===== src/rtl/muldiv_pkg.sv =====
// -----------------------------------------------------------------------------
// muldiv_pkg
//   Shared types and constants for the RV32M multiply/divide unit.
//   - op_e    : funct3 encoding of the M-extension operations
//   - state_e : control FSM states
//   - fast-path result constants (divide by zero, signed overflow)
// -----------------------------------------------------------------------------
package muldiv_pkg;

    typedef enum logic [2:0] {
        OP_MUL    = 3'b000,
        OP_MULH   = 3'b001,
        OP_MULHSU = 3'b010,
        OP_MULHU  = 3'b011,
        OP_DIV    = 3'b100,
        OP_DIVU   = 3'b101,
        OP_REM    = 3'b110,
        OP_REMU   = 3'b111
    } op_e;

    typedef enum logic [1:0] {
        ST_IDLE  = 2'd0,
        ST_CALC  = 2'd1,
        ST_FIXUP = 2'd2,
        ST_DONE  = 2'd3
    } state_e;

    // Quotient returned for any divide by zero
    localparam logic [31:0] DIV0_QUOT    = 32'hFFFF_FFFF;
    // Signed overflow case: most negative value divided by -1
    localparam logic [31:0] OVF_DIVIDEND = 32'h8000_0000;
    localparam logic [31:0] OVF_DIVISOR  = 32'hFFFF_FFFF;
    localparam logic [31:0] OVF_QUOT     = 32'h8000_0000;
    localparam logic [31:0] OVF_REM      = 32'h0000_0000;

endpackage


===== src/rtl/muldiv_datapath.sv =====
// -----------------------------------------------------------------------------
// muldiv_datapath
//   Operand magnitude conversion, iterative shift-add multiplier / restoring
//   divider sharing one {hi,lo} register pair, and final sign fixup.
//   Optional single-cycle multiply when MULDIV_FAST_MUL_EN is defined.
// Ports
//   i_clk, i_rst_n   clock, async active-low reset
//   i_load           latch operands/op (accept cycle)
//   i_step           one multiply or divide iteration
//   i_fixup          compute and register the signed final result
//   i_fast           register i_fast_data as the result (fast paths)
//   i_fast_data      precomputed fast-path result
//   i_op             funct3 of the request
//   i_rs1_data       operand A
//   i_rs2_data       operand B
//   o_result         registered result
// -----------------------------------------------------------------------------
module muldiv_datapath
    import muldiv_pkg::*;
#(
    parameter int XLEN = 32
) (
    input  logic            i_clk,
    input  logic            i_rst_n,
    input  logic            i_load,
    input  logic            i_step,
    input  logic            i_fixup,
    input  logic            i_fast,
    input  logic [XLEN-1:0] i_fast_data,
    input  logic [2:0]      i_op,
    input  logic [XLEN-1:0] i_rs1_data,
    input  logic [XLEN-1:0] i_rs2_data,
    output logic [XLEN-1:0] o_result
);

    op_e             op_r;
    logic            neg_a_r;
    logic            neg_b_r;
    logic [XLEN-1:0] hi_r;
    logic [XLEN-1:0] lo_r;
    logic [XLEN-1:0] opb_r;
    logic [XLEN-1:0] res_r;

    logic            neg_a_s;
    logic            neg_b_s;
    logic [XLEN-1:0] mag_a_s;
    logic [XLEN-1:0] mag_b_s;
    logic [XLEN-1:0] hi_next_s;
    logic [XLEN-1:0] lo_next_s;
    logic [XLEN:0]   sum_s;
    logic [XLEN:0]   rem_shift_s;
    logic            ge_s;
    logic [2*XLEN-1:0] prod_fix_s;
    logic [XLEN-1:0] quo_fix_s;
    logic [XLEN-1:0] rem_fix_s;
    logic [XLEN-1:0] fix_s;
`ifdef MULDIV_FAST_MUL_EN
    logic [2*XLEN-1:0] fast_prod_s;
`endif

    // Operand sign decode and magnitude conversion at accept
    always_comb begin
        neg_a_s = 1'b0;
        neg_b_s = 1'b0;
        case (op_e'(i_op))
            OP_MULH, OP_DIV, OP_REM: begin
                neg_a_s = i_rs1_data[XLEN-1];
                neg_b_s = i_rs2_data[XLEN-1];
            end
            OP_MULHSU: begin
                neg_a_s = i_rs1_data[XLEN-1];
                neg_b_s = 1'b0;
            end
            default: begin
                neg_a_s = 1'b0;
                neg_b_s = 1'b0;
            end
        endcase
        mag_a_s = neg_a_s ? ({XLEN{1'b0}} - i_rs1_data) : i_rs1_data;
        mag_b_s = neg_b_s ? ({XLEN{1'b0}} - i_rs2_data) : i_rs2_data;
    end

`ifdef MULDIV_FAST_MUL_EN
    // Full-width product of the magnitudes for the single-cycle multiply
    always_comb begin
        fast_prod_s = {{XLEN{1'b0}}, mag_a_s} * {{XLEN{1'b0}}, mag_b_s};
    end
`endif

    // One iteration: shift-add for multiply, restoring shift-subtract for divide
    always_comb begin
        sum_s       = {1'b0, hi_r} + (lo_r[0] ? {1'b0, opb_r} : {(XLEN+1){1'b0}});
        rem_shift_s = {hi_r, lo_r[XLEN-1]};
        ge_s        = (rem_shift_s >= {1'b0, opb_r});
        if (op_r[2]) begin
            // Partial remainder is kept below the divisor, so XLEN bits suffice
            hi_next_s = ge_s ? XLEN'(rem_shift_s - {1'b0, opb_r}) : rem_shift_s[XLEN-1:0];
            lo_next_s = {lo_r[XLEN-2:0], ge_s};
        end else begin
            hi_next_s = sum_s[XLEN:1];
            lo_next_s = {sum_s[0], lo_r[XLEN-1:1]};
        end
    end

    // Sign correction and word selection
    always_comb begin
        prod_fix_s = (neg_a_r ^ neg_b_r) ? ({(2*XLEN){1'b0}} - {hi_r, lo_r}) : {hi_r, lo_r};
        quo_fix_s  = (neg_a_r ^ neg_b_r) ? ({XLEN{1'b0}} - lo_r) : lo_r;
        rem_fix_s  = neg_a_r ? ({XLEN{1'b0}} - hi_r) : hi_r;
        case (op_r)
            OP_MUL:                       fix_s = prod_fix_s[XLEN-1:0];
            OP_MULH, OP_MULHSU, OP_MULHU: fix_s = prod_fix_s[2*XLEN-1:XLEN];
            OP_DIV, OP_DIVU:              fix_s = quo_fix_s;
            OP_REM, OP_REMU:              fix_s = rem_fix_s;
            default:                      fix_s = {XLEN{1'b0}};
        endcase
    end

    // Operand, iteration and result registers
    always_ff @(posedge i_clk or negedge i_rst_n) begin
        if (!i_rst_n) begin
            op_r    <= OP_MUL;
            neg_a_r <= 1'b0;
            neg_b_r <= 1'b0;
            hi_r    <= {XLEN{1'b0}};
            lo_r    <= {XLEN{1'b0}};
            opb_r   <= {XLEN{1'b0}};
            res_r   <= {XLEN{1'b0}};
        end else begin
            if (i_load) begin
                op_r    <= op_e'(i_op);
                neg_a_r <= neg_a_s;
                neg_b_r <= neg_b_s;
                opb_r   <= mag_b_s;
`ifdef MULDIV_FAST_MUL_EN
                if (!i_op[2]) begin
                    {hi_r, lo_r} <= fast_prod_s;
                end else begin
                    hi_r <= {XLEN{1'b0}};
                    lo_r <= mag_a_s;
                end
`else
                hi_r <= {XLEN{1'b0}};
                lo_r <= mag_a_s;
`endif
            end else if (i_step) begin
                hi_r <= hi_next_s;
                lo_r <= lo_next_s;
            end else begin
                hi_r <= hi_r;
                lo_r <= lo_r;
            end

            if (i_fast) begin
                res_r <= i_fast_data;
            end else if (i_fixup) begin
                res_r <= fix_s;
            end else begin
                res_r <= res_r;
            end
        end
    end

    assign o_result = res_r;

endmodule


===== src/rtl/muldiv_unit.sv =====
// -----------------------------------------------------------------------------
// muldiv_unit
//   Iterative RV32M multiply/divide unit: control FSM, iteration counter,
//   valid/ready handshake, rd tracking and fast-path detection.
//   Build option: MULDIV_FAST_MUL_EN -> multiplies complete in one cycle
//   (IDLE -> FIXUP -> DONE); divide is unaffected.
// Ports
//   i_clk, i_rst_n      clock, async active-low reset
//   i_flush             synchronous abort of any in-flight operation
//   i_valid / o_ready   request handshake (o_ready only in IDLE)
//   i_funct3            operation select
//   i_rs1_data          operand A (dividend / multiplicand)
//   i_rs2_data          operand B (divisor / multiplier)
//   i_rd_addr           destination register
//   o_valid/i_wb_ready  result handshake (o_valid only in DONE)
//   o_rd_addr/o_rd_data result destination and value
//   o_rd_wren           register-file write enable (suppressed for rd=0)
//   o_busy              unit not idle
// -----------------------------------------------------------------------------
module muldiv_unit
    import muldiv_pkg::*;
#(
    parameter int XLEN = 32
) (
    input  logic            i_clk,
    input  logic            i_rst_n,
    input  logic            i_flush,
    input  logic            i_valid,
    output logic            o_ready,
    input  logic [2:0]      i_funct3,
    input  logic [XLEN-1:0] i_rs1_data,
    input  logic [XLEN-1:0] i_rs2_data,
    input  logic [4:0]      i_rd_addr,
    output logic            o_valid,
    input  logic            i_wb_ready,
    output logic [4:0]      o_rd_addr,
    output logic [XLEN-1:0] o_rd_data,
    output logic            o_rd_wren,
    output logic            o_busy
);

    localparam int CW = $clog2(XLEN);

    state_e          state_r;
    state_e          state_n_s;
    logic [CW-1:0]   cnt_r;
    logic [4:0]      rd_r;

    logic            accept_s;
    logic            div0_s;
    logic            ovf_s;
    logic            fast_s;
    logic            fast_mul_s;
    logic [XLEN-1:0] fast_data_s;

    // Fast-path detection on the incoming request
    always_comb begin
        div0_s = i_funct3[2] && (i_rs2_data == {XLEN{1'b0}});
        ovf_s  = ((i_funct3 == OP_DIV) || (i_funct3 == OP_REM)) &&
                 (i_rs1_data == OVF_DIVIDEND) && (i_rs2_data == OVF_DIVISOR);
        fast_s = div0_s || ovf_s;
        // funct3[1] distinguishes REM/REMU from DIV/DIVU
        if (div0_s) begin
            fast_data_s = i_funct3[1] ? i_rs1_data : DIV0_QUOT;
        end else begin
            fast_data_s = i_funct3[1] ? OVF_REM : OVF_QUOT;
        end
`ifdef MULDIV_FAST_MUL_EN
        fast_mul_s = ~i_funct3[2];
`else
        fast_mul_s = 1'b0;
`endif
    end

    assign accept_s = i_valid && (state_r == ST_IDLE) && !i_flush;

    // Next-state logic; flush overrides every transition
    always_comb begin
        state_n_s = state_r;
        case (state_r)
            ST_IDLE: begin
                if (accept_s) begin
                    if (fast_s) begin
                        state_n_s = ST_DONE;
                    end else if (fast_mul_s) begin
                        state_n_s = ST_FIXUP;
                    end else begin
                        state_n_s = ST_CALC;
                    end
                end else begin
                    state_n_s = ST_IDLE;
                end
            end
            ST_CALC: begin
                if (cnt_r == {CW{1'b0}}) begin
                    state_n_s = ST_FIXUP;
                end else begin
                    state_n_s = ST_CALC;
                end
            end
            ST_FIXUP: state_n_s = ST_DONE;
            ST_DONE: begin
                if (i_wb_ready) begin
                    state_n_s = ST_IDLE;
                end else begin
                    state_n_s = ST_DONE;
                end
            end
            default: state_n_s = ST_IDLE;
        endcase
        if (i_flush) begin
            state_n_s = ST_IDLE;
        end else begin
            state_n_s = state_n_s;
        end
    end

    // State, iteration counter and destination register
    always_ff @(posedge i_clk or negedge i_rst_n) begin
        if (!i_rst_n) begin
            state_r <= ST_IDLE;
            cnt_r   <= {CW{1'b0}};
            rd_r    <= 5'd0;
        end else begin
            state_r <= state_n_s;
            if (accept_s) begin
                cnt_r <= CW'(XLEN - 1);
                rd_r  <= i_rd_addr;
            end else if (state_r == ST_CALC) begin
                cnt_r <= cnt_r - {{(CW-1){1'b0}}, 1'b1};
            end else begin
                cnt_r <= cnt_r;
            end
        end
    end

    muldiv_datapath #(.XLEN(XLEN)) u_datapath (
        .i_clk       (i_clk),
        .i_rst_n     (i_rst_n),
        .i_load      (accept_s),
        .i_step      (state_r == ST_CALC),
        .i_fixup     ((state_r == ST_FIXUP) && !i_flush),
        .i_fast      (accept_s && fast_s),
        .i_fast_data (fast_data_s),
        .i_op        (i_funct3),
        .i_rs1_data  (i_rs1_data),
        .i_rs2_data  (i_rs2_data),
        .o_result    (o_rd_data)
    );

    assign o_ready   = (state_r == ST_IDLE);
    assign o_valid   = (state_r == ST_DONE);
    assign o_busy    = (state_r != ST_IDLE);
    assign o_rd_addr = rd_r;
    assign o_rd_wren = o_valid && i_wb_ready && (rd_r != 5'd0);

endmodule


===== config.mk =====
export PLATFORM = sky130hd
export DESIGN_NAME = muldiv_unit
export DESIGN_NICKNAME = d
export VERILOG_FILES = /design/src/rtl/muldiv_pkg.sv /design/src/rtl/muldiv_datapath.sv /design/src/rtl/muldiv_unit.sv
export SDC_FILE = /design/constraint.sdc
export NUM_CORES = 1
export LEC_CHECK = 0
export ABC_AREA = 0
export CORE_MARGIN = 3
export CORE_UTILIZATION = 60
export CTS_CLUSTER_DIAMETER = 50
export DETAILED_ROUTE_END_ITERATION = 10
export GPL_TIMING_DRIVEN = 0
export PLACE_DENSITY = 0.78
export SLEW_MARGIN = 20
export SYNTH_ARGS = -nofsm -noshare
export SYNTH_HDL_FRONTEND = slang
export SYNTH_SLANG_ARGS = --single-unit
export TNS_END_PERCENT = 1

===== constraint.sdc =====
create_clock -name i_clk -period 3.5 [get_ports i_clk]
set_input_delay 0.7 -clock i_clk [delete_from_list [all_inputs] [get_ports i_clk]]
set_output_delay 0.7 -clock i_clk [all_outputs]
set_load 0.005 [all_outputs]

# == Word-level counts from Yosys, hierarchy flattened ==
# Index checks and enable logic that the tools add are counted.
# word_totals
ff_bits,145
memories,0
wordCells,90
output_inout_bits,41
in_bits,77
latchBits,0
romBits,0
ramBits,0
# op_classes
n_mux,29
n_eq_ne,16
n_reduce_logical,25
add_sub_neg,8
bitwise,1
n_div,0
n_lt_le_gt_ge,1
mul,0
n_shift,0
# ops
cell,n
2-to-1 mux 32 bit,17
one-hot mux 32 bit (4 select lines),1
subtractor 1 x 32 -> 32 bit (first input constant),4
== test 32 bit (second input constant),2
2-to-1 mux 64 bit,1
subtractor 1 x 64 -> 64 bit (first input constant),1
adder 32 x 32 -> 33 bit,1
greater-or-equal comparator 33 x 32 -> 1 bit,1
zero test 32 bit,1
subtractor 32 bit,1
== test 3 bit (second input constant),6
2-to-1 mux 2 bit,5
2-to-1 mux 5 bit,2
== test 3 x 2 -> 1 bit (second input constant),3
logical AND 1 bit,9
one-hot mux 2 bit (4 select lines),1
== test 3 x 1 -> 1 bit (second input constant),2
nonzero test 2 bit,3
OR reduction 3 bit,2
zero test 5 bit,1
nonzero test 5 bit,1
subtractor 5 x 1 -> 5 bit (second input constant),1
== test 2 bit (second input constant),2
OR reduction 2 bit,2
8 further kinds,10

# == Longest topological paths before layout ==
# depth
depth_word,9
mapped_depth,15
depth_no_buf,13

# == Modules after synthesis ==
# Synthesis repeated with hierarchy kept, for this count alone.
# hier_totals
hier_cells,1958
hier_area_um2,14616.5
# modules_own_cells
module,area_per_inst_um2,seq_area_each_um2,n_inst,cells_each
muldiv_datapath,13290.2,3328.2,1,1783
muldiv_unit,1326.3,300.3,1,175

# == Least setup slack after synthesis ==
# OpenSTA, ideal clock, no wires.
# synth_timing
kind,in2reg
startpoint,input port i_rs2_data[16]
endpoint,register u_datapath.res_r[1] (netlist: u_datapath.o_result[1])
setup_ns,0.121
cell_stages,10
slack_ns,0.108
t_required_ns,3.379
arrival_time_ns,3.271
n_path_buf,2
path_cell_list,or4_4 > nor4_4 > or3b_1 > or4_1 > buf_4 > or3_1 > buf_2 > o31ai_1 > nand2_1 > o22a_1
# synth_via
elab_chain_cells,5
word_cells_on_any_way,9
classes_between,eq/ne: 1; mux: 2; reduce/logical: 6
# synth_lines
item,line_no,text
start: declaration,muldiv_unit.sv:32,"input logic [XLEN-1:0] i_rs2_data,"
== test 32 bit or zero test 32 bit (tied branches),"muldiv_unit.sv:60, muldiv_unit.sv:58",
logical AND 1 bit (on tied branches),"muldiv_unit.sv:60, muldiv_unit.sv:58",
logical OR 1 bit,muldiv_unit.sv:61,fast_s = div0_s || ovf_s;
logical AND 1 bit,muldiv_unit.sv:143,".i_fast (accept_s && fast_s),"
2-to-1 mux 32 bit or nonzero test 2 bit (tied branches),-,
end signal: assignment,muldiv_datapath.sv:155,res_r <= i_fast_data;
end signal: assignment,muldiv_datapath.sv:157,res_r <= fix_s;
end signal: assignment,muldiv_datapath.sv:159,res_r <= res_r;
end: declaration,muldiv_datapath.sv:42,logic [XLEN-1:0] res_r;
# Parallel ways exist; a longest one is shown, timed or not.
# A chain may end at the register's enable or synchronous reset.

# == Final worst setup path ==
# layout_timing
startpoint,register u_datapath.lo_r[0]
endpoint,register u_datapath.hi_r[29]
# layout_via
elab_chain_cells,5
# layout_lines
item,line_no,text
start: declaration,muldiv_datapath.sv:40,logic [XLEN-1:0] lo_r;
start signal: assignment,muldiv_datapath.sv:126,lo_r <= {XLEN{1'b0}};
start signal: assignment,muldiv_datapath.sv:144,lo_r <= mag_a_s;
start signal: assignment,muldiv_datapath.sv:148,lo_r <= lo_next_s;
2-to-1 mux 32 bit,muldiv_datapath.sv:92,"sum_s = {1'b0, hi_r} + (lo_r[0] ? {1'b0, opb_r} : {(XLEN+1){1'b0}});"
adder 32 x 32 -> 33 bit,muldiv_datapath.sv:92,
2-to-1 mux 32 bit,muldiv_datapath.sv:95,if (op_r[2]) begin
2-to-1 mux 32 bit,muldiv_datapath.sv:146,end else if (i_step) begin
2-to-1 mux 32 bit,muldiv_datapath.sv:130,if (i_load) begin
end signal: assignment,muldiv_datapath.sv:143,hi_r <= {XLEN{1'b0}};
end signal: assignment,muldiv_datapath.sv:147,hi_r <= hi_next_s;
end signal: assignment,muldiv_datapath.sv:150,hi_r <= hi_r;
end: declaration,muldiv_datapath.sv:39,logic [XLEN-1:0] hi_r;
# No other way between the ends. The select of a mux whose other input is x is not followed.

==> metrics.yaml <==
cts:
  cts.sink_count: 145
  cts_max_level: 4
  cts_tree: "built"
  cts.clk_slew.worst_paths_ns: 0.07
  numCtsBuffers: 17
  insertion_delay_ns: 0.44
  clockRootBuffer: "clkbuf_16"
  postCtsHoldBufs: 0
  cts_max_path_buffers: 2
timing:
  fmax_mhz: 284
  fin_crit_sh_pct: 101
  tns_ns: -0.0323
  fin_skew_ns: 0.0143
  slew_headroom_pct: 17.3
  setup_violations: 2
  worst_pin_slew_ns: 1.24
  finalWorstSetupSlack_ns: -0.0239
  hold_viol_final: 0
  drv_slew: 0
  period_needed_ns: 3.52
  rsz0062_at_grt: "true"
yosys:
  synth_top_area_share_pct: 25.4
  synth.distinct_cells: 78
  yosys_warnings: 0
  avgSynthCellArea_um2: 7.57
  synth_nets: 2036
  seq_area_frac_synth_pct: 25.4
  synth_common_cells: "nand2_1 (197), o21ai_0 (188), nor2_1 (160)"
  synth_area_leaders: "dfrtp_1 (25%), o21ai_0 (6.6%), ha_1 (6.1%), xor2_1 (6.1%), a21oi_1 (5.3%)"
  yosysMostFrequentCell: "nand2_1"
  ys_ff_latch: 145
  synthFlopType: "dfrtp_1"
  yosysTopAreaCell: "dfrtp_1"
  synth_area_um2: 14300
  ys_async_sr_fraction_pct: 100
  synth_edf_count: 0
  synthCells: 1887
route:
  ant_nets: 0
  wl_mm: 56.3
  post-route-drc-count: 0
  wl_per_cell_um: 23.9
  vias: 16200
  drt-initial-drc-count: 2474
  avgViaCountPerCell: 6.87
  dr.pass1.iters: 8
global_route:
  antenna_found_initial: 1
  grt_overflow: 0
  grt_max_degree: 91
  grt_pass1_wl_mm: 85.6
  grt_pass1_vias: 15300
  track_usage_pct: 42.2
power:
  p_int_w: 0.00622
  peakVddDrop_uv: 480
  p_sw_share_pct: 51.0
  cellPowerDensity_nw_per_um2: 743
  seq_power_share_pct: 21.6
  switchingPower_w: 0.00646
  leakagePower_nw: 7.00
  clockPowerShare_pct: 15.7
  p_comb_share_pct: 62.6
worst_setup_path:
  endpoint_kind: "flop"
  cp_max_fo: 10
  path_class: "reg -> reg"
  cp.arrival_ns: 3.84
  worstSetupStartpointType: "flop"
  worstPathRequired_ns: 3.81
status:
  outcome: "finished with violations"
  violations: "setup timing"
run:
  maxCapViolCount: 0
cells_and_area:
  drive_gt1_share_pct: 7.38
  layout.nets: 2183
  n_antenna_cell: 0
  finalInstanceArea_um2: 17100
  syn2layout_area_growth_pct: 19.3
placed_design:
  hpwl_mm: 42.2
  placedInstanceArea_um2: 15900
  gp_congestion: 1.06
  io_buffer_count: 117
die:
  die_x_um: 160
  core_um2: 23100
  num_io_pins: 118
  rows: 55
  design.die.area_um2: 25700
  die_height_um: 160
  initial_core_util_pct: 62.0
min_path:
  hp-class: "in -> async"
[critical path, cell delays in order, from the launching register on]
cell,delay [ns]
dfrtp_2,0.45
inv_2,0.12
clkbuf_8,0.20
nor2_1,0.06
ha_1,0.26
clkbuf_1,0.29
nand3_1,0.21
nor2_4,0.25
and3_1,0.38
nor3b_2,0.09
o21ai_1,0.18
a41oi_1,0.19
a21oi_2,0.27
xor2_1,0.11
a221o_1,0.32
[what timing repair did]
item | 4_1_cts | 5_1_grt
setup buffers | 11 | 4
pin swaps | 6 | 6
gates resized for setup | 53 | 59
setup endpoints to repair | 66 | 64
[power by group through the flow]
stage	Combinational [W]	Clock [W]	Sequential [W]
after floorplan	0.00548	0	0.00243
after global placement	0.00712	0	0.00266
after detailed placement	0.00726	0	0.00268
after CTS	0.00744	0.00198	0.00266
after global routing	0.00853	0.00206	0.00276
final	0.00794	0.00199	0.00274
[stage by stage]
stage / hold slack (ns) / setup slack (ns) / utilization (%) / instances / total power, W
6_report: 0.0353 / -0.0239 / 74.0 / 2359 / 0.0127
5_1_grt: 0.0273 / -0.0898 / 74.0 / 2359 / 0.0134
4_1_cts: 0.0273 / -0.0138 / 72.8 / 2360 / 0.0121
3_5_place_dp: 0.470 / -1.11 / 69.1 / 2319 / 0.00994
3_3_place_gp: 0.461 / -4.28 / 68.8 / 2317 / 0.00978
2_1_floorplan: 0.404 / 0.108 / - / 1887 / 0.00791
[placed cells by master, fill, tap and decap left out, types with 12 or more instances in the layout]
master,synthesis,layout
nand2_1,197,196
o21ai_0,188,180
nor2_1,160,157
a21oi_1,151,149
dfrtp_1,145,141
clkdlybuf4s50_1,0,111
xor2_1,99,99
clkbuf_1,106,94
xnor2_1,84,84
inv_1,74,72
ha_1,70,70
mux2i_1,47,47
nor3_1,47,43
o211ai_1,35,35
a21o_1,29,29
nand3_1,30,28
nand4_1,27,27
o31ai_1,27,26
nand2b_1,24,24
a31oi_1,25,23
buf_4,2,18
a211oi_1,24,18
nor4_1,27,17
clkbuf_16,0,17
nor2b_1,14,14
a22oi_1,15,14
o221ai_1,14,13
o22ai_1,13,13
and2_1,12,12
o21a_1,12,12
and3_1,12,12
[cell type report]
cell class / count / area, µm²
inverter: 76 / 285
multi-input combinational: 1547 / 10300
buffer: 113 / 485
timing repair buffer: 134 / 1340
fill: 1840 / 6000
clock inverter: 13 / 174
clock buffer: 18 / 429
sequential: 145 / 3630
tap: 313 / 392
[kinds of logic after synthesis]
logic type,Yosys count,share of synthesized area [%]
flops,145,25.4
simple gates,615,20.8
xor+xnor,183,11.2
mux,49,3.45
fa+ha+maj,72,6.41
compound gates,628,27.5
buf+inv,195,5.23
[final timing paths]
kind	from	to	slack [ns]	cells after the start
min in group i_clk	u_datapath.o_result[25]	u_datapath.o_result[25]	0.48	2
setup / recovery	u_datapath.lo_r[0]	u_datapath.hi_r[29]	-0.02	14
setup reg to reg	u_datapath.lo_r[0]	u_datapath.hi_r[29]	-0.02	14
hold / removal	i_rst_n	u_datapath.hi_r[20]	0.04	1
hold reg to reg	u_datapath.o_result[25]	u_datapath.o_result[25]	0.48	2
max in group asynchronous	i_rst_n	u_datapath.o_result[2]	2.52	3
[routing by layer]
layer  vias to the layer above  global-route usage [%]  routed length [µm]
met5                         -                       0                   7
met4                         2                    14.4                1850
met3                       187                    14.2                8400
met2                      1161                    62.3               23800
met1                      7692                    58.0               22300
li1                       7171                       -                   -
[state kept, by name (all words and copies together) (netlist names)]
signal,count
u_datapath.neg_a_r,1
state_r,2
o_rd_addr,5
cnt_r,5
u_datapath.o_result,32
u_datapath.lo_r,32
u_datapath.hi_r,32
u_datapath.neg_b_r,1
u_datapath.opb_r,32
u_datapath.op_r,3
Note: power is estimated with default switching activity, not from simulation.
